==> src/rtl/vga_timing_gen.sv <==
// VGA pixel timing: free-running H/V counters, registered blank/sync/strobes,
// and a configurable delay line aligning hs/vs/blank_d with renderer output.
module vga_timing_gen #(
  parameter int H_ACTIVE   = 640,
  parameter int H_FP       = 16,
  parameter int H_SYNC     = 96,
  parameter int H_BP       = 48,
  parameter int V_ACTIVE   = 480,
  parameter int V_FP       = 10,
  parameter int V_SYNC     = 2,
  parameter int V_BP       = 33,
  parameter int SYNC_DELAY = 1,
  parameter int FC_W       = 16
) (
  input  logic            vga_clk,
  input  logic            reset_n,
  output logic [9:0]      DrawX,
  output logic [9:0]      DrawY,
  output logic            blank,
  output logic            hs,
  output logic            vs,
  output logic            blank_d,
  output logic            frame_start,
  output logic            vblank_start,
  output logic [FC_W-1:0] frame_count
);

  localparam int H_TOTAL = H_ACTIVE + H_FP + H_SYNC + H_BP;
  localparam int V_TOTAL = V_ACTIVE + V_FP + V_SYNC + V_BP;
  localparam int D       = SYNC_DELAY;

  localparam logic [9:0] H_LAST = 10'(H_TOTAL - 1);
  localparam logic [9:0] V_LAST = 10'(V_TOTAL - 1);
  localparam logic [9:0] H_VIS  = 10'(H_ACTIVE);
  localparam logic [9:0] V_VIS  = 10'(V_ACTIVE);
  localparam logic [9:0] HS_ON  = 10'(H_ACTIVE + H_FP);
  localparam logic [9:0] HS_OFF = 10'(H_ACTIVE + H_FP + H_SYNC);
  localparam logic [9:0] VS_ON  = 10'(V_ACTIVE + V_FP);
  localparam logic [9:0] VS_OFF = 10'(V_ACTIVE + V_FP + V_SYNC);

  logic [9:0] nx;
  logic [9:0] ny;
  logic       h_wrap;
  logic       n_blank;
  logic       n_hs;
  logic       n_vs;
  logic       n_fs;
  logic       n_vbs;

  // Flags are derived from the next position so they line up with DrawX/DrawY
  always_comb begin
    h_wrap = (DrawX == H_LAST);
    nx     = h_wrap ? 10'd0 : DrawX + 10'd1;
    ny     = DrawY;
    if (h_wrap)
      ny = (DrawY == V_LAST) ? 10'd0 : DrawY + 10'd1;
    n_blank = (nx < H_VIS) && (ny < V_VIS);
    n_hs    = !((nx >= HS_ON) && (nx < HS_OFF));
    n_vs    = !((ny >= VS_ON) && (ny < VS_OFF));
    n_fs    = (nx == 10'd0) && (ny == 10'd0);
    n_vbs   = (nx == 10'd0) && (ny == V_VIS);
  end

  always_ff @(posedge vga_clk or negedge reset_n) begin
    if (!reset_n) begin
      DrawX        <= H_LAST;
      DrawY        <= V_LAST;
      blank        <= 1'b0;
      frame_start  <= 1'b0;
      vblank_start <= 1'b0;
      frame_count  <= '0;
    end else begin
      DrawX        <= nx;
      DrawY        <= ny;
      blank        <= n_blank;
      frame_start  <= n_fs;
      vblank_start <= n_vbs;
      if (n_fs)
        frame_count <= frame_count + FC_W'(1);
    end
  end

  // Stage 0 has blank's timing; stage D is what reaches the pins
  logic [D:0] hs_pipe;
  logic [D:0] vs_pipe;
  logic [D:0] bl_pipe;

  generate
    if (D > 0) begin : g_delay
      always_ff @(posedge vga_clk or negedge reset_n) begin
        if (!reset_n) begin
          hs_pipe <= '1;
          vs_pipe <= '1;
          bl_pipe <= '0;
        end else begin
          hs_pipe <= {hs_pipe[D-1:0], n_hs};
          vs_pipe <= {vs_pipe[D-1:0], n_vs};
          bl_pipe <= {bl_pipe[D-1:0], n_blank};
        end
      end
    end else begin : g_nodelay
      always_ff @(posedge vga_clk or negedge reset_n) begin
        if (!reset_n) begin
          hs_pipe <= '1;
          vs_pipe <= '1;
          bl_pipe <= '0;
        end else begin
          hs_pipe <= n_hs;
          vs_pipe <= n_vs;
          bl_pipe <= n_blank;
        end
      end
    end
  endgenerate

  assign hs      = hs_pipe[D];
  assign vs      = vs_pipe[D];
  assign blank_d = bl_pipe[D];

endmodule

==> config.mk <==
export PLATFORM = sky130hd
export DESIGN_NAME = vga_timing_gen
export DESIGN_NICKNAME = d
export VERILOG_FILES = /design/src/rtl/vga_timing_gen.sv
export SDC_FILE = /design/constraint.sdc
export NUM_CORES = 1
export LEC_CHECK = 0
export CORE_MARGIN = 2
export CORE_UTILIZATION = 25
export CTS_BUF_LIST = sky130_fd_sc_hd__clkbuf_8
export CTS_CLUSTER_DIAMETER = 200
export DETAILED_ROUTE_END_ITERATION = 6
export REMOVE_ABC_BUFFERS = 1
export SLEW_MARGIN = 0
export SYNTH_ARGS = -nofsm -noshare
export SYNTH_HDL_FRONTEND = slang
export SYNTH_SLANG_ARGS = --single-unit
==> constraint.sdc <==
create_clock -name vga_clk -period 2.8 [get_ports vga_clk]
set_clock_uncertainty 0.05 [all_clocks]
set_input_delay 0.56 -clock vga_clk [delete_from_list [all_inputs] [get_ports vga_clk]]
set_output_delay 0.56 -clock vga_clk [all_outputs]
set_load 0.05 [all_outputs]
## Word level (Yosys, flattened, before mapping)

Cells that the tools add are included.

| word-level totals | value |
|---|---|
| input port bits | 2 |
| flip-flop bits (word level) | 45 |
| logic and storage cells | 33 |
| output and inout bits | 42 |

| cells by class | value |
|---|---|
| mux-type cells | 3 |
| equality and inequality tests | 3 |
| reductions and logical operators | 9 |
| add/subtract/negate cells | 3 |
| $lt $le $gt $ge | 6 |

Operators by type and width:

| kind | number |
|---|---|
| 10-bit two-way mux | 3 |
| 10-bit by 1-bit adder with 10-bit output, second input constant | 2 |
| 10-bit == test, second input constant | 2 |
| 10-bit logical NOT | 2 |
| 10-bit less-than comparator, second input constant | 2 |
| 10-bit by 9-bit less-than comparator with 1-bit output, second input constant | 2 |
| 16-bit by 1-bit adder with 16-bit output, second input constant | 1 |
| 10-bit by 9-bit == test with 1-bit output, second input constant | 1 |
| 10-bit greater-or-equal comparator, second input constant | 1 |
| 10-bit by 9-bit greater-or-equal comparator with 1-bit output, second input constant | 1 |
| 1-bit logical AND | 5 |
| 1-bit logical NOT | 2 |

## Depth between registers and ports, before layout

| logic depth | value |
|---|---|
| depth after elaboration | 6 |
| gate-level depth with buffers | 11 |
| depth with buffers taken out | 9 |

## Worst setup path before layout

OpenSTA, ideal clock, no wires.

| timing path | value |
|---|---|
| path type | register to register |
| start point | register DrawX[6] |
| end point | register frame_count[10] |
| clock period less this slack | 3,374 ps |
| cell stages (with the launch flop) | 12 |
| data arrival time | 3,244 ps |
| data required time | 2,670 ps |
| setup slack | -574 ps |
| cell sequence | dfrtp_1 -> buf_6 -> or3b_1 -> clkbuf_2 -> or3_4 -> buf_6 -> o31a_1 -> nor4_1 -> nand4b_2 -> buf_6 -> nor4_2 -> xnor2_1 |

| between the ends | value |
|---|---|
| word-level cells in the longest chain between the ends | 4 |
| elaborated cells on any way between the ends | 7 |
| classes of those cells | add/sub (1); eq/ne (1); mux (2); reduce/logical (3) |

RTL lines:

| what | line | RTL |
|---|---|---|
| start: declaration | 17 | `output logic [9:0] DrawX,` |
| start signal: assignment | 73 | `DrawX <= nx;` |
| 10-bit by 1-bit adder with 10-bit output / 10-bit == test (equally long branches) | 53, 52 |  |
| 10-bit two-way mux (on tied branches) | 53, 55 |  |
| 10-bit logical NOT | 60 | `n_fs = (nx == 10'd0) && (ny == 10'd0);` |
| 1-bit logical AND * | 60 |  |
| end signal: assignment | 79 | `frame_count <= frame_count + FC_W'(1);` |
| end: declaration | 25 | `output logic [FC_W-1:0] frame_count` |

Every way passes the cells marked *; elsewhere a longest branch is shown, timed or not.
A chain may end at the register's enable or synchronous reset.

## Final worst setup path

| timing path | value |
|---|---|
| start point | register DrawX[0] |
| end point | register frame_count[8] |

Same word-level chain as after synthesis.

==> impl_table.tex <==
\begin{tabular}{lr}
\hline
Metric & Value \\
\hline
\multicolumn{2}{l}{\textbf{Outcome}} \\
Result of the run & finished, violations left \\
Violations in the final reports & setup timing \\
\multicolumn{2}{l}{\textbf{Drt}} \\
Antenna-violating nets left & 0 \\
Drt first pass iters & 4 \\
Aggregate routed wire length & 6270 µm \\
Iteration-0 DRC count of the detailed router & 74 \\
Wire length per cell after detailed routing & 14.0 µm \\
Via-to-Cell Ratio & 4.67 \\
DR vias & 2089 \\
Drc violations & 0 \\
\multicolumn{2}{l}{\textbf{STA}} \\
Least setup slack across all paths after layout & -0.0851 ns \\
Endpoints failing hold & 0 \\
Unrepaired setup endpoints after global routing & yes \\
Relative slew slack & 37.2\% \\
Final period util & 103\% \\
Total of endpoints with negative setup slack in the final report & 12 \\
Tightest Pin Transition & 0.943 ns \\
Summed negative setup slack over all endpoints & -0.553 ns \\
Maximum frequency from static timing analysis & 0.347 GHz \\
Slew Viols, Final & 0 \\
Min cycle time layout & 2.89 ns \\
\multicolumn{2}{l}{\textbf{GRT}} \\
Via count of the first global-routing pass & 2068 \\
Grt ovf & 0 \\
Antenna violations before repair & 0 \\
Wire length of the first global-routing pass & 10100 µm \\
Total track usage & 12.2\% \\
Maximum number of pins on one net before global-route repair & 44 \\
\multicolumn{2}{l}{\textbf{Synthesis}} \\
Library cells used by synthesis & 55 \\
Post-synth top area cell & sky130\_fd\_sc\_hd\_\_dfrtp\_1 \\
Gate count after technology mapping & 227 \\
Flop and latch count out of synthesis & 44 \\
Post-synth EDFFs & 0 \\
Synthesized cell area & 2430 µm² \\
Yosys Warn Count & 0 \\
Area share of the largest cell type after synthesis & 30.9\% \\
Sequential element share of the synthesized area & 46.1\% \\
Synthesized area divided by synthesized cell count & 10.7 µm² \\
Fraction of registers with async set or reset after synthesis & 100\% \\
Primary FF master, synth & sky130\_fd\_sc\_hd\_\_dfrtp\_1 \\
Most repeated cell in the gate-level netlist after synthesis & sky130\_fd\_sc\_hd\_\_dfrtp\_1 \\
Ranking of synthesized cells by instance count & 30 x sky130\_fd\_sc\_hd\_\_dfrtp\_1, 19 x sky130\_fd\_sc\_hd\_\_xor2\_1, 15 x sky130\_fd\_sc\_hd\_\_nand2\_1 \\
Top cells by area in the synthesized netlist & sky130\_fd\_sc\_hd\_\_dfrtp\_1 31\%, sky130\_fd\_sc\_hd\_\_dfstp\_2 15\%, sky130\_fd\_sc\_hd\_\_xor2\_1 6.9\%, sky130\_fd\_sc\_hd\_\_nand4\_1 2.6\%, sky130\_fd\_sc\_hd\_\_xnor2\_1 2.5\% \\
\multicolumn{2}{l}{\textbf{Clocking}} \\
Htree depth & 2 \\
Hold-fix buffer count after cts & 0 \\
TritonCTS clock tree & built \\
Clock buffer count from CTS & 5 \\
Clock-pin slew of the registers on the worst-case setup and hold paths & 0.08 ns \\
Largest buffer count on any clock path & 2 \\
Number of clock sinks & 44 \\
Clock latency of the later-clocked register in the worst-skew pair & 0.29 ns \\
Clock root buffer & sky130\_fd\_sc\_hd\_\_clkbuf\_8 \\
\multicolumn{2}{l}{\textbf{Floorplanning}} \\
Starting utilization of the core area & 26.0\% \\
Horiz. Die Dim & 103 µm \\
Total Die Area & 10500 µm² \\
Height of the chip & 103 µm \\
Count of pins on the block boundary & 44 \\
Std-Cell Core Area & 9330 µm² \\
Placement row count & 35 \\
\multicolumn{2}{l}{\textbf{Placement}} \\
Gp weighted congestion & 0.865 \\
Detailed placer's ending HPWL & 4500 µm \\
Quantity of I/O buffers inserted on ports & 43 \\
Worst slack, placed & -0.257 ns \\
\multicolumn{2}{l}{\textbf{Setup path}} \\
Setup slack on the worst flop-to-flop path & -0.09 ns \\
Data arrival time of the critical path & 3.05 ns \\
Critical path endpoint category & flip-flop \\
Highest net fanout along the worst path & 8 \\
Worst R2R Start & DrawX[0] \\
End of the worst register-to-register path & frame\_count[8] \\
Required @ worst endpoint & 2.97 ns \\
Largest incremental delay on the critical path & 0.59 ns \\
Startpoint type of the worst setup path & flip-flop \\
Critical-path cell with the highest stage delay & sky130\_fd\_sc\_hd\_\_or4b\_4 \\
Sequence of cells on the critical path & ha\_4 -> nand4\_1 -> buf\_6 -> nor3\_4 -> o221ai\_2 -> o41a\_1 -> or4b\_4 -> buf\_8 -> nor4\_1 -> xor2\_1 \\
Category of the critical setup timing path & flip-flop to flip-flop \\
R2R cell count & 10 \\
\multicolumn{2}{l}{\textbf{Cells and area}} \\
Area growth from synthesis to layout & 47.0\% \\
Antenna diode instance count & 0 \\
Fraction of final layout cells sized beyond drive strength 1 & 33.6\% \\
Final \#Nets & 323 \\
Number of fill cells in the layout & 910 \\
\multicolumn{2}{l}{\textbf{Pwr}} \\
Power Total & 1.05 mW \\
Combinational share of power & 1.3\% \\
Cell Pwr Density & 295 nW/µm² \\
P\_int & 831 µW \\
Seq pwr share & 60.4\% \\
Pleak & 1.51 nW \\
Net switching fraction of the power & 21.0\% \\
Power dissipated by switching net loads & 221 µW \\
Max IR drop VDD & 0.000136 V \\
Clock share of power & 38.3\% \\
\multicolumn{2}{l}{\textbf{Hold path}} \\
Worst Hold Endpoint & vs\_pipe[1] \\
Worst min path class & flip-flop to flip-flop \\
Hold path depth & 0 \\
Start point of the worst hold path & vs\_pipe[0] \\
\multicolumn{2}{l}{\textbf{Run}} \\
MaxCap Viol Count & 0 \\
\hline
\end{tabular}
[power groups by stage]
| stage | Clock [mW] | Combinational (mW) | Sequential [mW] |
|---|---|---|---|
| after floorplan | 0 | 0.000000430 | 0.648 |
| after global placement | 0 | 0.0145 | 0.648 |
| after detailed placement | 0 | 0.0146 | 0.648 |
| after CTS | 0.423 | 0.0144 | 0.636 |
| after global routing | 0.448 | 0.0162 | 0.636 |
| final | 0.404 | 0.0132 | 0.636 |
[cells by family after synthesis]
group	count (synthesis)	share of synthesized area [%]
AOI/OAI and AO/OA	35	9.70
xor gates and xnor gates	26	9.39
adders and majority gates	4	2.06
buffers and inverters	22	7.22
DFF	44	46.1
muxes	1	0.464
and+or+nand+nor	95	25.1
[how the worst max path moves through the flow]
| stage | start | endpoint | slack (ns) |
|---|---|---|---|
| after floorplan | DrawX[0] | frame_count[1] | -0.71 |
| after CTS | DrawX[0] | frame_count[9] | -0.07 |
| after global routing | DrawX[0] | frame_count[13] | -0.23 |
| after detailed placement | DrawX[0] | frame_count[9] | -0.26 |
| after global placement | DrawX[0] | frame_count[9] | -0.21 |
| final | DrawX[0] | frame_count[8] | -0.09 |
[critical path, delay by kind of cell (launching register included)]
kind / cells / cell delay, ns
AOI/OAI and AO/OA: 2 / 0.29
xor gates and xnor gates: 1 / 0.17
adders and majority gates: 1 / 0.14
buffers and inverters: 2 / 0.36
DFF: 1 / 0.56
and+or+nand+nor: 4 / 1.22
[registers in the layout, summed over array words and instances (netlist names)]
register and cells:
hs_pipe 2, frame_start 1, bl_pipe 2, vblank_start 1
DrawY 10, frame_count 16, vs_pipe 2, DrawX 10
[stage by stage]
| stage | area, µm² | instances | hold slack [ns] | utilization, % |
|---|---|---|---|---|
| 2_1_floorplan | 2280 | 214 | 0.214 | - |
| 3_3_place_gp | 3240 | 433 | 0.296 | 34.7 |
| 3_5_place_dp | 3240 | 433 | 0.298 | 34.7 |
| 4_1_cts | 3460 | 448 | 0.310 | 37.1 |
| 5_1_grt | 3570 | 447 | 0.309 | 38.2 |
| 6_report | 3570 | 447 | 0.308 | 38.2 |
[per-layer routing]
metal / track usage, % / routed length, µm / up-vias
li1: - / - / 1012
met1: 16.8 / 2880 / 1015
met2: 18.8 / 2980 / 49
met3: 2.37 / 252 / 13
met4: 4.82 / 155 / 0
met5: 0 / 0 / -
[final cells by class]
class	instances	area, µm²	share of cell area (%)
Tap cell	129	161	4.53
Inverter	9	33.8	0.947
Multi-Input combinational cell	161	1300	36.6
Clock buffer	6	82.6	2.32
Clock inverter	2	7.51	0.211
Sequential cell	44	1120	31.4
Timing Repair Buffer	96	858	24.1
[cell usage in the layout (no fill, tap or decap), types with 5 or more instances in the layout]
master / instances
sky130_fd_sc_hd__nor4_4: 6
sky130_fd_sc_hd__dfstp_2: 14
sky130_fd_sc_hd__o21ai_0: 5
sky130_fd_sc_hd__dfrtp_1: 30
sky130_fd_sc_hd__nor2_1: 9
sky130_fd_sc_hd__inv_1: 11
sky130_fd_sc_hd__nand3_1: 11
sky130_fd_sc_hd__and4_1: 6
sky130_fd_sc_hd__clkbuf_8: 6
sky130_fd_sc_hd__a31oi_1: 5
sky130_fd_sc_hd__xor2_1: 19
sky130_fd_sc_hd__nand4_1: 10
sky130_fd_sc_hd__buf_4: 47
sky130_fd_sc_hd__nand2_1: 15
sky130_fd_sc_hd__xnor2_1: 7
sky130_fd_sc_hd__clkdlybuf4s50_1: 42
[timing repair]
action | CTS | global route
gates cloned | 0 | 0
setup buffers | 7 | 0
pin swaps | 11 | 5
endpoints found under the setup margin | 16 | 20
gates resized for setup | 20 | 19
(Power assumes the default switching activity.)
